File: config.mk
export PLATFORM = sky130hd
export DESIGN_NAME = tpu_tile_sched_flat
export DESIGN_NICKNAME = d
export VERILOG_FILES = /design/src/rtl/tpu_pkg.sv /design/src/rtl/tpu_tile_sched_if.sv /design/src/rtl/tile_addr_gen.sv /design/src/rtl/tpu_tile_sched.sv /design/src/flat_wrapper.sv
export SDC_FILE = /design/constraint.sdc
export NUM_CORES = 1
export LEC_CHECK = 0
export CORE_MARGIN = 10
export CORE_UTILIZATION = 55
export CTS_BUF_LIST = sky130_fd_sc_hd__clkbuf_4 sky130_fd_sc_hd__clkbuf_8 sky130_fd_sc_hd__clkbuf_16
export CTS_CLUSTER_SIZE = 24
export DETAILED_ROUTE_END_ITERATION = 8
export PLACE_DENSITY_LB_ADDON = 0.1
export SLEW_MARGIN = 5
export SYNTH_ARGS = -nofsm -noshare
export SYNTH_HDL_FRONTEND = slang
export SYNTH_SLANG_ARGS = --single-unit
File: constraint.sdc
create_clock -name clk -period 2.62 [get_ports clk]
set_input_delay 0.524 -clock clk [delete_from_list [all_inputs] [get_ports clk]]
set_output_delay 0.524 -clock clk [all_outputs]
set_load 0.02 [all_outputs]
File: src/rtl/tpu_pkg.sv
// Shared sizing constants and scheduler state encoding for the TPU tile scheduler.
package tpu_pkg;

  localparam int SA_DIM = 4;
  localparam int DIM_W  = 8;
  localparam int IDX_W  = 16;
  localparam int CNT_W  = 3;

  typedef enum logic [1:0] {
    IDLE,
    ISSUE,
    WAIT,
    DONE
  } sched_state_t;

endpackage

File: src/rtl/tpu_tile_sched_if.sv
// Tile command channel between the scheduler (master) and the systolic-array engine (slave).
interface tpu_tile_sched_if
  import tpu_pkg::*;
  ();

  logic             tile_valid;
  logic             tile_ready;
  logic [DIM_W-1:0] tile_k;
  logic [IDX_W-1:0] a_base;
  logic [IDX_W-1:0] b_base;
  logic [IDX_W-1:0] c_base;
  logic [CNT_W-1:0] row_cnt;
  logic [CNT_W-1:0] col_cnt;
  logic             tile_done;

  modport master (
    output tile_valid, tile_k, a_base, b_base, c_base, row_cnt, col_cnt,
    input  tile_ready, tile_done
  );

  modport slave (
    input  tile_valid, tile_k, a_base, b_base, c_base, row_cnt, col_cnt,
    output tile_ready, tile_done
  );

endinterface

File: src/rtl/tile_addr_gen.sv
// Walks the output tiles (n inner, m outer) and keeps the A/B/C base indices and
// valid row/col counts up to date with adders only.
module tile_addr_gen
  import tpu_pkg::*;
(
  input  logic             clk,
  input  logic             rst_n,
  input  logic             clear,
  input  logic             step,
  input  logic [DIM_W-1:0] k,
  input  logic [DIM_W-1:0] m,
  input  logic [DIM_W-1:0] n,
  output logic [DIM_W-1:0] tile_k,
  output logic [IDX_W-1:0] a_base,
  output logic [IDX_W-1:0] b_base,
  output logic [IDX_W-1:0] c_base,
  output logic [CNT_W-1:0] row_cnt,
  output logic [CNT_W-1:0] col_cnt,
  output logic             last
);

  localparam logic [DIM_W-1:0] SA_D = DIM_W'(SA_DIM);
  localparam logic [IDX_W-1:0] SA_I = IDX_W'(SA_DIM);

  logic [DIM_W-1:0] m_q;
  logic [DIM_W-1:0] n_q;
  // Rows/cols still uncovered from the current tile onwards; they give both the
  // partial-tile counts and the end-of-row / end-of-job conditions.
  logic [DIM_W-1:0] rows_left;
  logic [DIM_W-1:0] cols_left;
  logic [IDX_W-1:0] c_row;
  logic [IDX_W-1:0] k_ext;
  logic [IDX_W-1:0] m_ext;
  logic             n_wrap;

  assign k_ext   = {{(IDX_W-DIM_W){1'b0}}, tile_k};
  assign m_ext   = {{(IDX_W-DIM_W){1'b0}}, m_q};
  assign n_wrap  = (cols_left <= SA_D);
  assign last    = n_wrap && (rows_left <= SA_D);
  assign row_cnt = (rows_left >= SA_D) ? CNT_W'(SA_DIM) : rows_left[CNT_W-1:0];
  assign col_cnt = (cols_left >= SA_D) ? CNT_W'(SA_DIM) : cols_left[CNT_W-1:0];

  always_ff @(posedge clk or negedge rst_n) begin
    if (!rst_n) begin
      tile_k    <= '0;
      m_q       <= '0;
      n_q       <= '0;
      rows_left <= '0;
      cols_left <= '0;
      a_base    <= '0;
      b_base    <= '0;
      c_base    <= '0;
      c_row     <= '0;
    end else if (clear) begin
      tile_k    <= k;
      m_q       <= m;
      n_q       <= n;
      rows_left <= m;
      cols_left <= n;
      a_base    <= '0;
      b_base    <= '0;
      c_base    <= '0;
      c_row     <= '0;
    end else if (step) begin
      if (n_wrap) begin
        cols_left <= n_q;
        rows_left <= rows_left - SA_D;
        a_base    <= a_base + k_ext;
        b_base    <= '0;
        c_row     <= c_row + SA_I;
        c_base    <= c_row + SA_I;
      end else begin
        cols_left <= cols_left - SA_D;
        b_base    <= b_base + k_ext;
        c_base    <= c_base + m_ext;
      end
    end
  end

endmodule

File: src/rtl/tpu_tile_sched.sv
// Tile scheduler: takes one C = A*B job and issues one command per SA_DIM x SA_DIM
// output tile to the systolic array, waiting for each tile to finish before the next.
module tpu_tile_sched
  import tpu_pkg::*;
(
  input  logic             clk,
  input  logic             rst_n,
  input  logic             in_valid,
  input  logic [DIM_W-1:0] K,
  input  logic [DIM_W-1:0] M,
  input  logic [DIM_W-1:0] N,
  output logic             busy,
  output logic             job_done,
  tpu_tile_sched_if.master tile
);

  sched_state_t state_q;
  sched_state_t state_d;
  logic         clear;
  logic         step;
  logic         last;

  tile_addr_gen u_addr_gen (
    .clk     (clk),
    .rst_n   (rst_n),
    .clear   (clear),
    .step    (step),
    .k       (K),
    .m       (M),
    .n       (N),
    .tile_k  (tile.tile_k),
    .a_base  (tile.a_base),
    .b_base  (tile.b_base),
    .c_base  (tile.c_base),
    .row_cnt (tile.row_cnt),
    .col_cnt (tile.col_cnt),
    .last    (last)
  );

  always_ff @(posedge clk or negedge rst_n) begin
    if (!rst_n) state_q <= IDLE;
    else        state_q <= state_d;
  end

  always_comb begin
    state_d = state_q;
    clear   = 1'b0;
    step    = 1'b0;
    unique case (state_q)
      IDLE: begin
        if (in_valid) begin
          clear   = 1'b1;
          state_d = (K == '0 || M == '0 || N == '0) ? DONE : ISSUE;
        end
      end
      ISSUE: begin
        if (tile.tile_ready) state_d = WAIT;
      end
      WAIT: begin
        if (tile.tile_done) begin
          if (last) begin
            state_d = DONE;
          end else begin
            step    = 1'b1;
            state_d = ISSUE;
          end
        end
      end
      DONE: begin
        state_d = IDLE;
      end
      default: state_d = IDLE;
    endcase
  end

  // Outputs are pure decodes of the state register, so they drop with it on reset.
  assign busy            = (state_q != IDLE);
  assign tile.tile_valid = (state_q == ISSUE);
  assign job_done        = (state_q == DONE);

endmodule

File: src/flat_wrapper.sv
// flat-port wrapper written by rule: the top's interface ports become plain ports
module tpu_tile_sched_flat import tpu_pkg::*;
  (clk, rst_n, in_valid, K, M, N, busy, job_done, tile_tile_valid, tile_tile_k, tile_a_base, tile_b_base, tile_c_base, tile_row_cnt, tile_col_cnt, tile_tile_ready, tile_tile_done);
  tpu_tile_sched_if tile_i ();
  input  logic clk;
  input  logic rst_n;
  input  logic in_valid;
  input  logic [DIM_W-1:0] K;
  input  logic [DIM_W-1:0] M;
  input  logic [DIM_W-1:0] N;
  output logic busy;
  output logic job_done;
  output wire logic [$bits(tile_i.tile_valid)-1:0] tile_tile_valid;
  output wire logic [$bits(tile_i.tile_k)-1:0] tile_tile_k;
  output wire logic [$bits(tile_i.a_base)-1:0] tile_a_base;
  output wire logic [$bits(tile_i.b_base)-1:0] tile_b_base;
  output wire logic [$bits(tile_i.c_base)-1:0] tile_c_base;
  output wire logic [$bits(tile_i.row_cnt)-1:0] tile_row_cnt;
  output wire logic [$bits(tile_i.col_cnt)-1:0] tile_col_cnt;
  input wire logic [$bits(tile_i.tile_ready)-1:0] tile_tile_ready;
  input wire logic [$bits(tile_i.tile_done)-1:0] tile_tile_done;
  assign tile_tile_valid = tile_i.tile_valid;
  assign tile_tile_k = tile_i.tile_k;
  assign tile_a_base = tile_i.a_base;
  assign tile_b_base = tile_i.b_base;
  assign tile_c_base = tile_i.c_base;
  assign tile_row_cnt = tile_i.row_cnt;
  assign tile_col_cnt = tile_i.col_cnt;
  assign tile_i.tile_ready = tile_tile_ready;
  assign tile_i.tile_done = tile_tile_done;
  tpu_tile_sched u_core (.clk(clk), .rst_n(rst_n), .in_valid(in_valid), .K(K), .M(M), .N(N), .busy(busy), .job_done(job_done), .tile(tile_i));
endmodule
After elaboration in Yosys (flattened, before gate mapping)
Cells that the tools add are included.

cells by class
  $lt $le $gt $ge = 4
  muxes and demuxes = 31
  reductions and logical operators = 12
  add/sub/neg operators = 6
  equal/unequal tests = 6

operator list
  operator                                                                              number
  16-bit two-way mux                                                                    12
  16-bit by 8-bit adder with 16-bit output                                              3
  8-bit two-way mux                                                                     6
  8-bit zero test                                                                       3
  16-bit by 3-bit adder with 16-bit output (second input constant)                      1
  8-bit by 3-bit greater-or-equal comparator with 1-bit output (second input constant)  2
  8-bit by 3-bit <= comparator with 1-bit output (second input constant)                2
  8-bit by 3-bit subtractor with 8-bit output (second input constant)                   2
  2-bit two-way mux                                                                     5
  2-bit one-hot mux with 4 select lines                                                 1
  3-bit two-way mux                                                                     2
  2-bit nonzero test                                                                    3
  1-bit two-way mux                                                                     5
  2-bit == test (second input constant)                                                 2
  2-bit inequality test (second input constant)                                         2
  3-bit AND reduction                                                                   1
  2-bit by 1-bit == test with 1-bit output (second input constant)                      1
  2-bit zero test                                                                       1
  1-bit logical OR                                                                      2
  2-bit by 1-bit inequality test with 1-bit output (second input constant)              1
  2-bit AND reduction                                                                   1
  1-bit logical AND                                                                     1

storage, ports and cells
  flip-flop bits (word level) = 106
  output and inout port bits = 65
  bits of input ports = 29
  word-level logic and storage cells = 69

Logic depth before layout (Yosys ltp)
  depth in word-level cells = 7
  depth in mapped cells = 11
  gate-level depth less buffers = 9

By module
A second synthesis with hierarchy kept.

second synthesis, totals
  cells, all modules = 660
  area total of the unflattened synthesis = 6115.9 um^2

modules (own cells, without submodules)
  module          area each (um^2)  sequential area each (um^2)  instances  cells each
  tile_addr_gen   5928.2            2552.4                       1          635
  tpu_tile_sched  187.7             50.0                         1          25

Worst setup path after synthesis
No wires, ideal clock.

  path kind = register -> register
  start = register u_core.u_addr_gen.tile_k[0]
  end = register u_core.u_addr_gen.b_base[10]
  setup time = 0.078 ns
  cell stages (with the launch flop) = 10
  data required time = 2.542 ns
  arrival = 2.248 ns
  period minus slack after synthesis = 2.327 ns
  path slack = 0.293 ns
  buffers on the path = 0
  path through = dfrtp_1 -> ha_1 -> inv_1 -> fa_1 -> nor2b_1 -> o21bai_1 -> a21boi_0 -> o21ai_1 -> or4_1 -> a21oi_1

between the ends
  cells in the longest elaborated chain, start to end = 4

RTL lines
  what                                      RTL line             source
  start: declaration                        tile_addr_gen.sv:13  output logic [DIM_W-1:0] tile_k,
  start signal: assignment                  tile_addr_gen.sv:55  tile_k <= k;
  16-bit by 8-bit adder with 16-bit output  tile_addr_gen.sv:74  b_base <= b_base + k_ext;
  16-bit two-way mux                        tile_addr_gen.sv:65  if (n_wrap) begin
  16-bit two-way mux                        tile_addr_gen.sv:64  end else if (step) begin
  16-bit two-way mux                        tile_addr_gen.sv:54  end else if (clear) begin
  end signal: assignment                    tile_addr_gen.sv:74
  end: declaration                          tile_addr_gen.sv:15  output logic [IDX_W-1:0] b_base,

Every way passes these cells. The select of a mux whose other input is x is not followed.
A chain may end at the register's enable or synchronous reset.

Worst setup path after layout
  start = register u_core.u_addr_gen.cols_left[3]
  end = register u_core.u_addr_gen.c_base[6]

between the ends
  cells in the longest elaborated chain, start to end = 6
  elaborated cells between the ends (all ways) = 9
  those cells by class = 1 x order compare; 6 x mux; 2 x reduce/logical

RTL lines
  what                                              RTL line              source
  start: declaration                                tile_addr_gen.sv:30   logic [DIM_W-1:0] cols_left;
  start signal: assignment                          tile_addr_gen.sv:59   cols_left <= n;
  start signal: assignment                          tile_addr_gen.sv:66   cols_left <= n_q;
  start signal: assignment                          tile_addr_gen.sv:73   cols_left <= cols_left - SA_D;
  8-bit by 3-bit <= comparator with 1-bit output *  tile_addr_gen.sv:38   assign n_wrap = (cols_left <= SA_D);
  1-bit logical AND                                 tile_addr_gen.sv:39   assign last = n_wrap && (rows_left <= SA_D);
  1-bit two-way mux                                 tpu_tile_sched.sv:61  if (last) begin
  1-bit two-way mux                                 tpu_tile_sched.sv:60  if (tile.tile_done) begin
  1-bit two-way mux                                 tpu_tile_sched.sv:49  unique case (state_q)
  2-bit nonzero test (no line)                      --
  end signal: assignment                            tile_addr_gen.sv:71   c_base <= c_row + SA_I;
  end signal: assignment                            tile_addr_gen.sv:75   c_base <= c_base + m_ext;
  end: declaration                                  tile_addr_gen.sv:16   output logic [IDX_W-1:0] c_base,

Mark *: on every way between the ends. The rest lies on a longest branch, timed or not. The select of a mux whose other input is x is not followed.

==> metrics.md <==
| Metric | Value |
|---|---|
| Number of diodes | 0 |
| Kind of critical path | reg2reg |
| # rows | 38 |
| VDD IR-drop max | 0.612 mV |
| Yosys top cell by area | dfrtp_1 |
| Prevailing post-synth register cell | dfrtp_1 |
| Total global routing overflow | 0 |
| Chip Width | 125 um |
| Syn Nets | 746 |
| RSZ-0062 raised after global routing | yes |
| Antenna viol nets, final | 0 |
| DRC | 0 |
| Peak Freq | 400 MHz |
| H-tree depth | 3 |
| CP Data Arrival Time | 2.81 ns |
| MaxCap Viol Count | 0 |
| Tcrit/Tclk final | 95.4% |
| Buf/Inv on CP | 2 |
| Post-Syn Area | 6070 um2 |
| CP peak stage delay | 0.45 ns |
| Final clock skew | 0.00835 ns |
| Pwr Total | 7.07 mW |
| Synth Register Bits | 104 |
| Cell variety after synth | 69 |
| I/O Pins | 94 |
| CORE AREA | 10800 um2 |
| Post-route minimum period | 2.50 ns |
| Pwr Density | 939 nW/um2 |
| Die Area | 15600 um2 |
| Worst Tran Pin Value | 0.866 ns |
| Leakage | 3.37 nW |
| Root Driver | clkbuf_8 |
| Wire per inst | 18.1 um |
| Slew headroom | 42.3% |
| Die height | 125 um |
| Min-delay worst type | in2async |
| Routed vias/inst | 5.87 |
| CTS max path bufs | 2 |
| Setup bufs post-CTS | 0 |
| Number of global-route vias before repair | 5570 |
| Cell area after layout | 7530 um2 |
| Place WS | -0.00979 ns |
| Ys async rst share | 100% |
| Initial Utilization | 56.0% |
| CTS Sinks | 104 |
| First drt pass iteration count | 5 |
| Crit path max-delay cell type | or3b_1 |
| DRT iter0 DRCs | 395 |
| Num CTS Buffers | 9 |
| Post-route setup TNS | 0 ns |
| Critical-path cell list | inv_1, ha_1, or3b_1, a211oi_4, nand2_2, buf_4, nor2_1, a31oi_1, o21ai_0 |
| Setup ws final | 0.120 ns |
| DRT Wirelength | 17.0 mm |
| Seq/Total Area, Yosys | 42.9% |
| CP max FO | 15 |
| Fin. Hold Viols | 0 |
| Vias | 5500 |
| Number of synthesized flops with an enable pin | 0 |
| CTS clk-pin slew, worst paths | 0.10 ns |
| Slew Viols, Final | 0 |
| Finish-stage setup viols | 0 |
| IO Port Bufs | 93 |
| Status | finished, final reports clean |
| Cell family with most CP delay | simple AND/OR/NAND/NOR gates |
| First-pass GRT wire length | 28.1 mm |
| # hold bufs at CTS | 0 |
| GRT Overall Usage | 21.4% |
| Syn-to-layout area delta | 24.0% |
| Synth warn | 0 |
| Non-filler instance count after layout | 937 |
| Layout cell share with drive strength beyond 1 | 8.91% |
| Share of the synthesized area in the top cell type | 42.9% |
| Cells after Synth | 685 |
| DP Wirelength | 12.7 mm |
| Clock latency on the worst-skew pair | 0.39 ns |
| Worst Setup End Kind | register |
| Gpl congestion | 0.899 |
| Fin util | 69.4% |
| Req. time, crit path | 2.93 ns |
| Final hold slack | 0.167 ns |
| Top post-synthesis cells by area | dfrtp_1, nand2_1, ha_1, o21ai_0, xnor2_1 |
| CTS tree | yes |
| Post-Place Cells | 922 |
| Mean Syn Cell Area | 8.86 um2 |
| CP Launch Type | register |
| Post-DP Area | 7320 um2 |
| Fin nets | 854 |
| Initial antenna violation count | 0 |
| Largest net degree at the start of global routing | 53 |
-- registers in the layout, indices dropped and copies added, names as in the netlist --
signal,flops
u_core.u_addr_gen.rows_left,8
u_core.state_q,2
u_core.u_addr_gen.cols_left,8
u_core.u_addr_gen.c_base,16
u_core.u_addr_gen.b_base,16
u_core.u_addr_gen.n_q,8
u_core.u_addr_gen.m_q,8
u_core.u_addr_gen.tile_k,8
u_core.u_addr_gen.c_row,14
u_core.u_addr_gen.a_base,16
-- cells in the mapped netlist (3+ instances only) --
master / number
o21bai_1: 3
nand2_1: 122
a211oi_1: 5
nor4_1: 9
o311ai_0: 3
buf_6: 3
xnor2_1: 24
o22ai_1: 4
nor3b_1: 3
or3_1: 6
o21ai_0: 59
ha_1: 29
buf_2: 5
o211ai_1: 9
a21oi_1: 41
xor2_1: 16
nor3_1: 9
a21o_1: 8
inv_1: 19
a31oi_1: 5
nand3_1: 25
o31ai_1: 6
nor2b_1: 4
or4_1: 5
and3_1: 8
nor2_1: 54
nand2b_1: 12
fa_1: 3
o221ai_1: 3
nand4_1: 10
o41ai_1: 3
dfrtp_1: 104
clkbuf_1: 19
-- worst register-to-register path, cell delays in order (launching register included) --
cell and delay (ns):
dfrtp_1 0.42, inv_1 0.11, ha_1 0.18, or3b_1 0.45
a211oi_4 0.33, nand2_2 0.31, buf_4 0.28, nor2_1 0.19
a31oi_1 0.06, o21ai_0 0.10
-- report_power, final --
part           leakage, nW  total [mW]  internal [mW]  switching, mW
Sequential            1.37        2.50           2.03          0.464
Clock               0.0976        1.06          0.490          0.566
Combinational         1.90        3.52           1.51           2.01
-- path summary, 6_finish.rpt --
check,startpoint,to,slack (ns),cells after the start
max,u_core.u_addr_gen.cols_left[3],u_core.u_addr_gen.c_base[6],0.12,9
min,rst_n,u_core.u_addr_gen.b_base[14],0.17,1
max reg2reg,u_core.u_addr_gen.cols_left[3],u_core.u_addr_gen.c_base[6],0.12,9
min reg2reg,u_core.u_addr_gen.n_q[1],u_core.u_addr_gen.n_q[1],0.49,2
max in group asynchronous,rst_n,u_core.u_addr_gen.a_base[14],1.78,2
min in group clk,u_core.u_addr_gen.n_q[1],u_core.u_addr_gen.n_q[1],0.49,2
-- layer usage --
metal	share of wire (%)	routed length (um)	track usage, %	vias to the layer above
met5	0	0	0	-
met2	48	8060	35.4	174
met1	43	7280	25.8	2649
met4	2.0	338	6.17	0
li1	-	-	-	2650
met3	7.5	1280	7.39	27
-- layout by cell type (no fill, tap or decap), types with 3 or more instances in the layout --
cell             count
a211oi_1             5
a21o_1               8
a21oi_1             41
a31oi_1              5
and3_1               8
buf_4               33
clkbuf_8            11
clkdlybuf4s50_1     86
dfrtp_1            104
dlygate4sd2_1        4
fa_1                 3
ha_1                28
inv_1               19
nand2_1            122
nand2b_1            12
nand3_1             25
nand4_1             10
nor2_1              53
nor2b_1              4
nor3_1               9
nor4_1               9
o211ai_1             9
o21ai_0             59
o21bai_1             3
o221ai_1             3
o22ai_1              4
o311ai_0             3
o31ai_1              6
o41ai_1              3
or3_1                6
or4_1                5
xnor2_1             24
xor2_1              16
-- cells by family after synthesis --
kind of cell             count (synthesis)  synth area share, %
buffers and inverters                   49                 3.57
AO/OA/AOI/OAI                          175                 18.1
flip-flops                             104                 42.9
multiplexers                             3                0.536
XOR/XNOR                                40                 5.77
adder cells (fa/ha/maj)                 32                 6.97
AND/OR/NAND/NOR                        282                 22.2
-- cell type report --
type	instances	area, um2
Fill cell	876	3310
Multi-Input combinational cell	532	3270
Sequential cell	104	2600
Timing Repair Buffer	127	1200
Tap cell	140	175
Clock buffer	11	151
Inverter	19	71.3
Clock inverter	4	53.8
-- timing repair --
action	CTS	global route
pin swaps	0	0
setup endpoints to repair	6	24
gates resized for setup	7	6
Power figures use the tool's default switching activity.
